## src/rtl/fire_expand_ofm_collector.sv

```systemverilog
// rtl/fire_expand_ofm_collector.sv - expand-layer ofm sink: capture DSP_NO words, serialise into layer RAM
// Optional build macro: OFM_OVERRUN_CHECK_EN (adds sticky overrun_err output)
module fire_expand_ofm_collector #(
  parameter int DSP_NO = 64,
  parameter int WIDTH  = 16,
  parameter int WOUT   = 64,
  parameter int ADDR_W = 18
) (
  input  logic              clk,
  input  logic              rst,
  input  logic              layer_en,
  input  logic              ofm_sample,
  input  logic [WIDTH-1:0]  ofm [0:DSP_NO-1],
  output logic              ram_we,
  output logic [ADDR_W-1:0] ram_addr,
  output logic [WIDTH-1:0]  ram_wdata,
  output logic              ram_feedback,
`ifdef OFM_OVERRUN_CHECK_EN
  output logic              overrun_err,
`endif
  output logic              busy,
  output logic              done
);

  localparam int PIX_TOTAL = WOUT * WOUT;
  localparam int PW        = $clog2(PIX_TOTAL) + 1;
  localparam int CW        = (DSP_NO > 1) ? $clog2(DSP_NO) : 1;

  localparam logic [PW-1:0]     PIX_LAST = PW'(PIX_TOTAL);
  localparam logic [CW-1:0]     CH_LAST  = CW'(DSP_NO - 1);
  localparam logic [ADDR_W-1:0] DSP_A    = ADDR_W'(DSP_NO);

  typedef enum logic [1:0] {
    S_IDLE  = 2'd0,
    S_WRITE = 2'd1,
    S_DONE  = 2'd2
  } state_t;

  state_t            state;
  logic [PW-1:0]     pixel_cnt;
  logic [CW-1:0]     ch_cnt;
  logic [PW-1:0]     pixel_nxt;
  logic [CW-1:0]     ch_nxt;
  logic [WIDTH-1:0]  cap_buf [0:DSP_NO-1];
  logic              capture;

  assign pixel_nxt = pixel_cnt + PW'(1);
  assign ch_nxt    = ch_cnt + CW'(1);
  assign capture   = (state == S_IDLE) && layer_en && ofm_sample;

  // Capture buffer: holds the sampled words for the duration of the burst
  always_ff @(posedge clk) begin
    if (capture) begin
      for (int i = 0; i < DSP_NO; i++) begin
        cap_buf[i] <= ofm[i];
      end
    end
  end

  // Control FSM with registered RAM write port and status outputs;
  // word 0 is forwarded straight from ofm so the first write lands one cycle after capture
  always_ff @(posedge clk or posedge rst) begin
    if (rst) begin
      state        <= S_IDLE;
      pixel_cnt    <= '0;
      ch_cnt       <= '0;
      ram_we       <= 1'b0;
      ram_addr     <= '0;
      ram_wdata    <= '0;
      ram_feedback <= 1'b0;
      busy         <= 1'b0;
      done         <= 1'b0;
    end else begin
      ram_feedback <= 1'b0;
      case (state)
        S_IDLE: begin
          ram_we <= 1'b0;
          busy   <= 1'b0;
          done   <= 1'b0;
          if (!layer_en) begin
            pixel_cnt <= '0;
          end else if (ofm_sample) begin
            state     <= S_WRITE;
            ch_cnt    <= '0;
            ram_we    <= 1'b1;
            busy      <= 1'b1;
            ram_wdata <= ofm[0];
            ram_addr  <= ADDR_W'(pixel_cnt) * DSP_A;
          end
        end
        S_WRITE: begin
          if (!layer_en) begin
            // abort: drop the burst and all layer progress, no feedback
            state     <= S_IDLE;
            ram_we    <= 1'b0;
            busy      <= 1'b0;
            pixel_cnt <= '0;
            ch_cnt    <= '0;
          end else if (ch_cnt == CH_LAST) begin
            ram_we    <= 1'b0;
            busy      <= 1'b0;
            ch_cnt    <= '0;
            pixel_cnt <= pixel_nxt;
            if (pixel_nxt == PIX_LAST) begin
              state        <= S_DONE;
              done         <= 1'b1;
              ram_feedback <= 1'b1;
            end else begin
              state <= S_IDLE;
            end
          end else begin
            ch_cnt    <= ch_nxt;
            ram_wdata <= cap_buf[ch_nxt];
            ram_addr  <= ram_addr + ADDR_W'(1);
          end
        end
        S_DONE: begin
          // extra samples from the core are ignored until the layer is disarmed
          if (!layer_en) begin
            state     <= S_IDLE;
            done      <= 1'b0;
            pixel_cnt <= '0;
          end
        end
        default: begin
          state <= S_IDLE;
        end
      endcase
    end
  end

`ifdef OFM_OVERRUN_CHECK_EN
  logic layer_en_q;

  // Sticky flag for samples arriving while a burst is still draining
  always_ff @(posedge clk or posedge rst) begin
    if (rst) begin
      layer_en_q  <= 1'b0;
      overrun_err <= 1'b0;
    end else begin
      layer_en_q <= layer_en;
      if (layer_en_q && !layer_en) begin
        overrun_err <= 1'b0;
      end else if ((state == S_WRITE) && ofm_sample && layer_en) begin
        overrun_err <= 1'b1;
      end
    end
  end
`endif

endmodule

```

## config.mk

```make
export PLATFORM = sky130hd
export DESIGN_NAME = fire_expand_ofm_collector
export DESIGN_NICKNAME = d
export VERILOG_FILES = /design/src/rtl/fire_expand_ofm_collector.sv
export SDC_FILE = /design/constraint.sdc
export NUM_CORES = 1
export LEC_CHECK = 0
export ABC_AREA = 0
export BUFFER_PORTS_ARGS = -buffer_cell sky130_fd_sc_hd__buf_2
export CAP_MARGIN = 20
export CELL_PAD_IN_SITES_DETAIL_PLACEMENT = 1
export CELL_PAD_IN_SITES_GLOBAL_PLACEMENT = 1
export CORE_AREA = 5 5 418 420
export CTS_CLUSTER_DIAMETER = 40
export DETAILED_ROUTE_END_ITERATION = 10
export DIE_AREA = 0 0 423 425
export GPL_ROUTABILITY_DRIVEN = 0
export PLACE_DENSITY_LB_ADDON = 0.1
export SYNTH_ARGS = -nofsm -noshare
export SYNTH_HDL_FRONTEND = slang
export SYNTH_SLANG_ARGS = --single-unit
```

## constraint.sdc

```tcl
create_clock -name clk -period 42.4 [get_ports clk]
set_input_delay 2.12 -clock clk [delete_from_list [all_inputs] [get_ports clk]]
set_output_delay 2.12 -clock clk [all_outputs]
set_load 0.005 [all_outputs]
```

==> results.tsv, run 1 <==
metric	value	unit
clock latency at the later pin of the worst-skew pair	0.82	ns
final global-route overflow total	0	
maximum level of the CTS H-tree	4	
Floorplan Core Area	171000	sq um
power density cells	56.6	nW/um^2
DIE WIDTH	423	um
I/O Buffers	1065	
path length in cells of the critical path	8	
die area	180000	sq um
number of iterations in the first detailed-routing pass	5	
RSZ-0062 raised after global routing	false	
Lkg Pwr	20.6	nW
share of the clock period used by the worst path	0.150	
Post-synth ARST share	0.0536	
cell at the root of the clock tree	sky130_fd_sc_hd__clkbuf_16	
Avg Inst Size Synth	20.1	sq um
Total Power	3.24	mW
Netlist Area Pre-Place	42100	sq um
Max-cap violations	0	
first-pass GRT wire length	240000	um
maximum buffer depth of the clock tree	3	
total routing usage reported by global routing	0.193	
# IOs	1066	
count of unresolved DRC violations after routing	0	
Rows	152	
area fraction in compound gates after synthesis	0.0344	
clock tree from TritonCTS	built	
worst clock skew on the final layout	0.0333	ns
number of cells traversed by the worst register-to-register path	6	
Initial Utilization	0.247	
DR vias/cell	4.62	
post-layout net count	4322	
final period demand of the worst path	6.34	ns
signed area change from the synthesized netlist to the final layout	35.7	%
maximum frequency from static timing analysis	0.158	GHz
FF+latch count, synth	1082	
setup slack of the most critical reg-to-reg path	37.10	ns
kind of end point of the critical path	register	
Fin. Hold Viols	0	
fraction of final layout cells with drive strength greater than 1	0.504	
detailed-route via count	26700	
total of hold buffers inserted after clock tree synthesis	0	
HPWL after DPL	136000	um
detailed-route wire length	178000	um
area taken by multi-input logic gates	9440	sq um
adder and majority gate portion of the synthesized area	0.000891	
Gate Count Post-Synth	2092	
DR iter-0 viols	1903	
IR drop worst, VDD	0.0296	mV
clk slew on worst S/H paths	0.05	ns
transition time of the tightest slew-check pin	1.18	ns
slowest CP cell	sky130_fd_sc_hd__buf_4	
data arrival time of the critical path	6.75	ns
sort of element at the start of the critical path	input pin	
largest family of logic cells by synthesized area	multiplexers	
post-synthesis share of cell area spent on and, or, nand and nor gates	0.0417	
pin count of the biggest net entering global routing	186	
Hold Crit Class	reg -> reg	
setup total negative slack	0	ns
max-slew violation total from the final report	0	
setup violators final	0	
portion of the post-synthesis area used by sequential elements	0.764	
vias in the first global route	29300	
worst relative slew slack	0.213	
TritonCTS Buffers	202	
cell with the most instances on the worst path	sky130_fd_sc_hd__buf_4	
Seq. cell area	32200	sq um
Max stage delay on crit path	0.91	ns
average routed wire per standard cell	30.8	um
total clock sinks	1082	
initial antenna violation count	256	
filler cell count	17600	
endpoint of the worst register-to-register path	cap_buf[53][14]$_DFFE_PP_	
die span in y	425	um
Critical path origin	layer_en	
count of flip-flops with a built-in enable after synthesis	1024	
syn nets	3123	
ANT nets after route	0	
setup repair bufs after CTS	0	
outcome	finished, final reports clean	
launching point of the worst reg2reg path	state[0]$_DFFE_PP0P_	
type of the worst setup path	in -> reg	
top cell family by delay on the critical path	buffers and inverters	
number of buffer and inverter stages on the critical path	6	
end of the critical path	cap_buf[53][14]$_DFFE_PP_	
worst endpoint required time	42.81	ns
YS warnings	0	
xor/xnor cell area share of the yosys netlist	0.00431	
commonest register cell after synthesis	sky130_fd_sc_hd__edfxtp_1	
critical path, cell by cell	buf_2 > nand2_1 > nor3_2 > buf_4 > buf_12 > buf_4 > buf_4 > buf_4	
post-cts sizing count	0	
worst-path fanout max	185	
multiplexer share of the synthesized area	0.140	
Synth cell types	68	
-- state kept, by name, indices dropped and copies added, names as in the netlist --
name	cells
busy	1
cap_buf	1024
ch_cnt	6
done	1
pixel_cnt	13
ram_addr	18
ram_feedback	1
ram_wdata	16
state	2
-- worst register-to-register path: stages (launching register included) --
cell and delay [ns]:
sky130_fd_sc_hd__dfrtp_1 0.51, sky130_fd_sc_hd__nor3_2 0.25, sky130_fd_sc_hd__buf_4 0.62, sky130_fd_sc_hd__buf_12 0.68
sky130_fd_sc_hd__buf_4 1.02, sky130_fd_sc_hd__buf_4 0.83, sky130_fd_sc_hd__buf_4 0.94
-- metrics by stage --
stage                     instances  hold WS, ns  area (sq um)  utilization  setup slack (ns)
after floorplan                2092        0.469         42100            -              9.92
after global placement         5315        0.482         50100        0.294             35.46
after detailed placement       5320        0.499         50200        0.294             35.27
after CTS                      5699        0.508         57000        0.334             36.20
after global routing           5728        0.534         57000        0.334             35.80
final                          5783        0.505         57200        0.335             36.06
-- report_power, final --
group | internal (mW) | switching [mW]
Clock | 1.01 | 0.583
Combinational | 0.172 | 0.210
Sequential | 1.24 | 0.0247
-- how the worst min path moves through the flow --
stage	startpoint	endpoint	slack (ns)	cells after the start
after detailed placement	busy$_DFFE_PP0P_	busy$_DFFE_PP0P_	0.50	1
final	busy$_DFFE_PP0P_	busy$_DFFE_PP0P_	0.50	1
after global routing	busy$_DFFE_PP0P_	busy$_DFFE_PP0P_	0.53	1
after global placement	busy$_DFFE_PP0P_	busy$_DFFE_PP0P_	0.48	1
after floorplan	pixel_cnt[12]$_DFFE_PP0P_	pixel_cnt[12]$_DFFE_PP0P_	0.47	2
after CTS	busy$_DFFE_PP0P_	busy$_DFFE_PP0P_	0.51	1
-- per-layer routing --
| layer | part of all wire | vias up | GRT usage |
|---|---|---|---|
| li1 | - | 11300 | - |
| met1 | 0.35 | 13700 | 0.202 |
| met2 | 0.55 | 1197 | 0.367 |
| met3 | 0.067 | 543 | 0.0577 |
| met4 | 0.036 | 66 | 0.0632 |
| met5 | 0.0022 | - | 0 |
-- cell usage in the layout (no fill, tap or decap), types with 9 or more instances in the layout --
| cell type | n |
|---|---|
| sky130_fd_sc_hd__nand2_1 | 179 |
| sky130_fd_sc_hd__a221o_1 | 9 |
| sky130_fd_sc_hd__inv_6 | 23 |
| sky130_fd_sc_hd__clkinv_1 | 23 |
| sky130_fd_sc_hd__diode_2 | 84 |
| sky130_fd_sc_hd__clkinv_2 | 33 |
| sky130_fd_sc_hd__nand4_1 | 25 |
| sky130_fd_sc_hd__a31oi_1 | 26 |
| sky130_fd_sc_hd__buf_4 | 39 |
| sky130_fd_sc_hd__clkbuf_1 | 16 |
| sky130_fd_sc_hd__bufinv_16 | 18 |
| sky130_fd_sc_hd__o22ai_1 | 19 |
| sky130_fd_sc_hd__a22o_1 | 12 |
| sky130_fd_sc_hd__nand3_1 | 71 |
| sky130_fd_sc_hd__o211ai_1 | 9 |
| sky130_fd_sc_hd__clkinv_4 | 20 |
| sky130_fd_sc_hd__dfrtp_1 | 56 |
| sky130_fd_sc_hd__a21oi_1 | 31 |
| sky130_fd_sc_hd__a22oi_1 | 13 |
| sky130_fd_sc_hd__buf_2 | 1068 |
| sky130_fd_sc_hd__clkinvlp_4 | 26 |
| sky130_fd_sc_hd__mux2i_1 | 10 |
| sky130_fd_sc_hd__a32oi_1 | 10 |
| sky130_fd_sc_hd__mux4_2 | 256 |
| sky130_fd_sc_hd__edfxtp_1 | 1024 |
| sky130_fd_sc_hd__clkbuf_16 | 206 |
| sky130_fd_sc_hd__nor2_1 | 66 |
| sky130_fd_sc_hd__o21ai_0 | 33 |
-- cells in the mapped netlist (all sizes together) (2+ instances only) --
| cell | instances | area (sq um) |
|---|---|---|
| o22a | 2 | 17.5 |
| nand2 | 179 | 672 |
| a21oi | 34 | 181 |
| a32oi | 10 | 87.6 |
| a22o | 12 | 105 |
| mux4 | 256 | 5770 |
| mux2i | 12 | 136 |
| o31ai | 5 | 37.5 |
| and3 | 8 | 50.1 |
| nand3 | 72 | 365 |
| nand2b | 4 | 25.0 |
| a221o | 9 | 90.1 |
| a31oi | 26 | 163 |
| a2111oi | 7 | 61.3 |
| buf | 73 | 419 |
| and4 | 2 | 17.5 |
| a211oi | 2 | 20.0 |
| nor4 | 2 | 18.8 |
| xor2 | 9 | 93.8 |
| ha | 3 | 37.5 |
| a21o | 2 | 15.0 |
| nor2b | 2 | 12.5 |
| or2 | 3 | 18.8 |
| o21ai | 41 | 205 |
| edfxtp | 1024 | 30700 |
| a22oi | 13 | 97.6 |
| or3b | 2 | 20.0 |
| nor3 | 5 | 35.0 |
| and2 | 11 | 71.3 |
| nor2 | 68 | 255 |
| o211ai | 9 | 67.6 |
| a31o | 8 | 70.1 |
| clkbuf | 44 | 165 |
| o22ai | 19 | 119 |
| nand4 | 25 | 156 |
| nand3b | 3 | 26.3 |
| o2bb2a | 2 | 20.0 |
| o32ai | 2 | 17.5 |
| xnor2 | 10 | 87.6 |
| dfrtp | 58 | 1450 |
| inv | 4 | 15.0 |
-- cells by family (layout without fill, tap and decap cells) --
kind of cell	after synthesis	in the layout
buf+inv	121	1495
flops	1082	1082
simple gates	388	388
other cells	0	84
compound gates	210	210
xor+xnor	19	19
fa+ha+maj	3	3
mux	269	269
-- layout make-up --
class,count,share of cell area
flip-flops and latches,1082,0.563
multi-input cells,889,0.165
repair buffers,1112,0.100
clock buffers,225,0.0919
well taps,2233,0.0489
clock inverters,154,0.0267
diodes,84,0.00368
inverters,4,0.000263
No activity file was read; power rests on OpenSTA's default activity.
==> run 2: changes to the inputs <==
clock period = 5.2 ns   (was 42.4 ns; I/O delays follow)
==> results.tsv, run 2 (same netlist as run 1, synthesis figures left out) <==
metric	value	unit	change
cell with the most instances on the worst path	sky130_fd_sc_hd__a31oi_1		
number of cells in the design after placement	5321		+0.019%
Initial Utilization	0.247		unchanged
RSZ-0062 raised after global routing	false		
worst-path fanout max	58		-69%
DR iter-0 viols	2091		+9.9%
most common cell after layout, fill and taps aside	sky130_fd_sc_hd__buf_2		
Worst Hold Endpoint	cap_buf[52][15]$_DFFE_PP_		
detailed-route wire length	190000	um	+6.8%
final global-route overflow total	0		unchanged
min setup slack post-route	1.41	ns	-34.65 ns
worst clock skew on the final layout	0.0406	ns	+0.00730 ns
number of cells traversed by the worst register-to-register path	7		+1
type of the worst setup path	reg -> reg		
worst relative slew slack	0.273		+0.0599
maximum frequency from static timing analysis	0.264	GHz	
ANT nets after route	0		unchanged
Hold Crit Class	in -> reg		
final instance area	67700	sq um	+18%
sort of element at the start of the critical path	register		
Critical path origin	ch_cnt[0]$_DFFE_PP0P_		
average routed wire per standard cell	28.0	um	-9.1%
launching point of the worst reg2reg path	ch_cnt[0]$_DFFE_PP0P_		
number of iterations in the first detailed-routing pass	6		+1
Post-DP Area	50300	sq um	+0.27%
cell at the root of the clock tree	sky130_fd_sc_hd__clkbuf_16		
top cell family by delay on the critical path	compound AO/OA/AOI/OAI gates		
HPWL after DPL	139000	um	+2.2%
Fin. Hold Viols	0		unchanged
clock latency at the later pin of the worst-skew pair	0.83	ns	about the same
Largest regs	cap_buf (1024), ram_addr (18), ram_wdata (16)		
DR vias/cell	4.50		-2.6%
Lkg Pwr	25.0	nW	+21%
critical path, cell by cell	buf_12 > mux4_2 > and2_0 > a2111oi_1 > a31oi_1 > a31oi_1 > o21ai_1		
worst slack at placement	1.25	ns	-34.02 ns
initial antenna violation count	95		-63%
Rows	152		unchanged
count of unresolved DRC violations after routing	0		unchanged
IR drop worst, VDD	0.305	mV	+930%
post-route worst hold slack	0.147	ns	-0.358 ns
clock tree from TritonCTS	built		
final period demand of the worst path	3.79	ns	
fraction of final layout cells with drive strength greater than 1	0.386		-0.119
die span in y	425	um	unchanged
I/O Buffers	1065		unchanged
die area	180000	sq um	unchanged
vias in the first global route	34500		+18%
share of the clock period used by the worst path	0.729		
outcome	finished, final reports clean		
total clock sinks	1082		unchanged
critical hold path startpoint	ofm[191]		
DIE WIDTH	423	um	unchanged
max-slew violation total from the final report	0		unchanged
Final Non-Filler Cells	6799		+18%
Floorplan Core Area	171000	sq um	unchanged
power density cells	408	nW/um^2	+620%
clk slew on worst S/H paths	0.06	ns	about the same
setup violators final	0		unchanged
TritonCTS Buffers	200		-0.99%
first-pass GRT wire length	260000	um	+8.1%
maximum level of the CTS H-tree	4		unchanged
Max stage delay on crit path	0.81	ns	-0.10 ns
post-layout net count	5348		+24%
# IOs	1066		unchanged
data arrival time of the critical path	4.46	ns	-2.29 ns
Max-cap violations	0		unchanged
detailed-route via count	30600		+14%
setup slack of the most critical reg-to-reg path	1.41	ns	-35.69 ns
endpoint of the worst register-to-register path	ram_wdata[13]$_DFFE_PP0P_		
transition time of the tightest slew-check pin	1.09	ns	-0.0898 ns
Largest register FFs	1024		unchanged
kind of end point of the critical path	register		
slowest CP cell	sky130_fd_sc_hd__a2111oi_1		
setup total negative slack	0	ns	unchanged
signed area change from the synthesized netlist to the final layout	60.5	%	
Top reg by flops	cap_buf		
worst endpoint required time	5.87	ns	-36.94 ns
most used cells in the layout excluding fill and tap cells	1065 x sky130_fd_sc_hd__buf_2, 1027 x sky130_fd_sc_hd__dlygate4sd3_1, 1024 x sky130_fd_sc_hd__edfxtp_1		
maximum buffer depth of the clock tree	3		unchanged
pin count of the biggest net entering global routing	184		-1.1%
WHS Path Cells	2		+1
number of buffer and inverter stages on the critical path	1		-5
total routing usage reported by global routing	0.205		+0.0124
run 2: cell types whose count changed in the layout (fill, tap and decap cells not counted), sizes merged, moves of 2 or more:
cell	before	now
bufinv	18	28
dlygate4sd3	0	1027
inv	35	21
clkinv	79	75
diode	84	77
clkbuf	225	227
run 2: final cells by class:
| class | count | area [sq um] |
|---|---|---|
| clock inverter | 147 | 1700 |
| sequential | 1082 | 32200 |
| antenna | 77 | 193 |
| clock buffer | 227 | 5170 |
| fill | 17300 | 103000 |
| timing repair buffer | 2140 | 16100 |
| inverter | 4 | 16.3 |
| tap | 2233 | 2790 |
| multi-input combinational | 889 | 9440 |
run 2: layer usage:
metal	routed length [um]	vias to the layer above	part of all wire	track usage
met2	103000	1159	0.54	0.379
met3	10600	423	0.056	0.0513
li1	-	13300	-	-
met1	68300	15700	0.36	0.218
met4	8620	20	0.045	0.0990
met5	143	-	0.00075	0
run 2: through the flow:
stage	util	total power [mW]
finish	0.397	27.6
global route	0.396	28.7
CTS	0.395	28.0
detailed placement	0.295	13.9
global placement	0.295	13.9
floorplan	-	12.2
run 2: worst max path at each step:
stage / to / slack (ns) / depth (start not counted)
floorplan: cap_buf[0][0]$_DFFE_PP_ / 0.98 / 5
global placement: ram_wdata[13]$_DFFE_PP0P_ / 1.30 / 8
detailed placement: ram_wdata[13]$_DFFE_PP0P_ / 1.25 / 8
CTS: ram_wdata[13]$_DFFE_PP0P_ / 1.24 / 8
global route: ram_wdata[5]$_DFFE_PP0P_ / 1.17 / 8
finish: ram_wdata[13]$_DFFE_PP0P_ / 1.41 / 7
run 2: repair_timing:
action,in CTS,in global routing
gates resized for setup,0,0
buffers inserted,0,0
hold buffers,1027,0
hold endpoints to repair,1103,0
run 2: worst reg2reg max path, delay by kind of cell (launching register included):
| family | cells | cell delay, ns |
|---|---|---|
| AO/OA/AOI/OAI | 4 | 1.42 |
| multiplexers | 1 | 0.86 |
| flip-flops | 1 | 0.78 |
| buffers and inverters | 1 | 0.42 |
| AND/OR/NAND/NOR | 1 | 0.18 |
run 2: where the power goes:
group	leakage [nW]	internal, mW	switching [mW]
sequential	10.2	10.1	0.201
clock	3.28	8.55	4.76
combinational	11.4	1.95	2.08
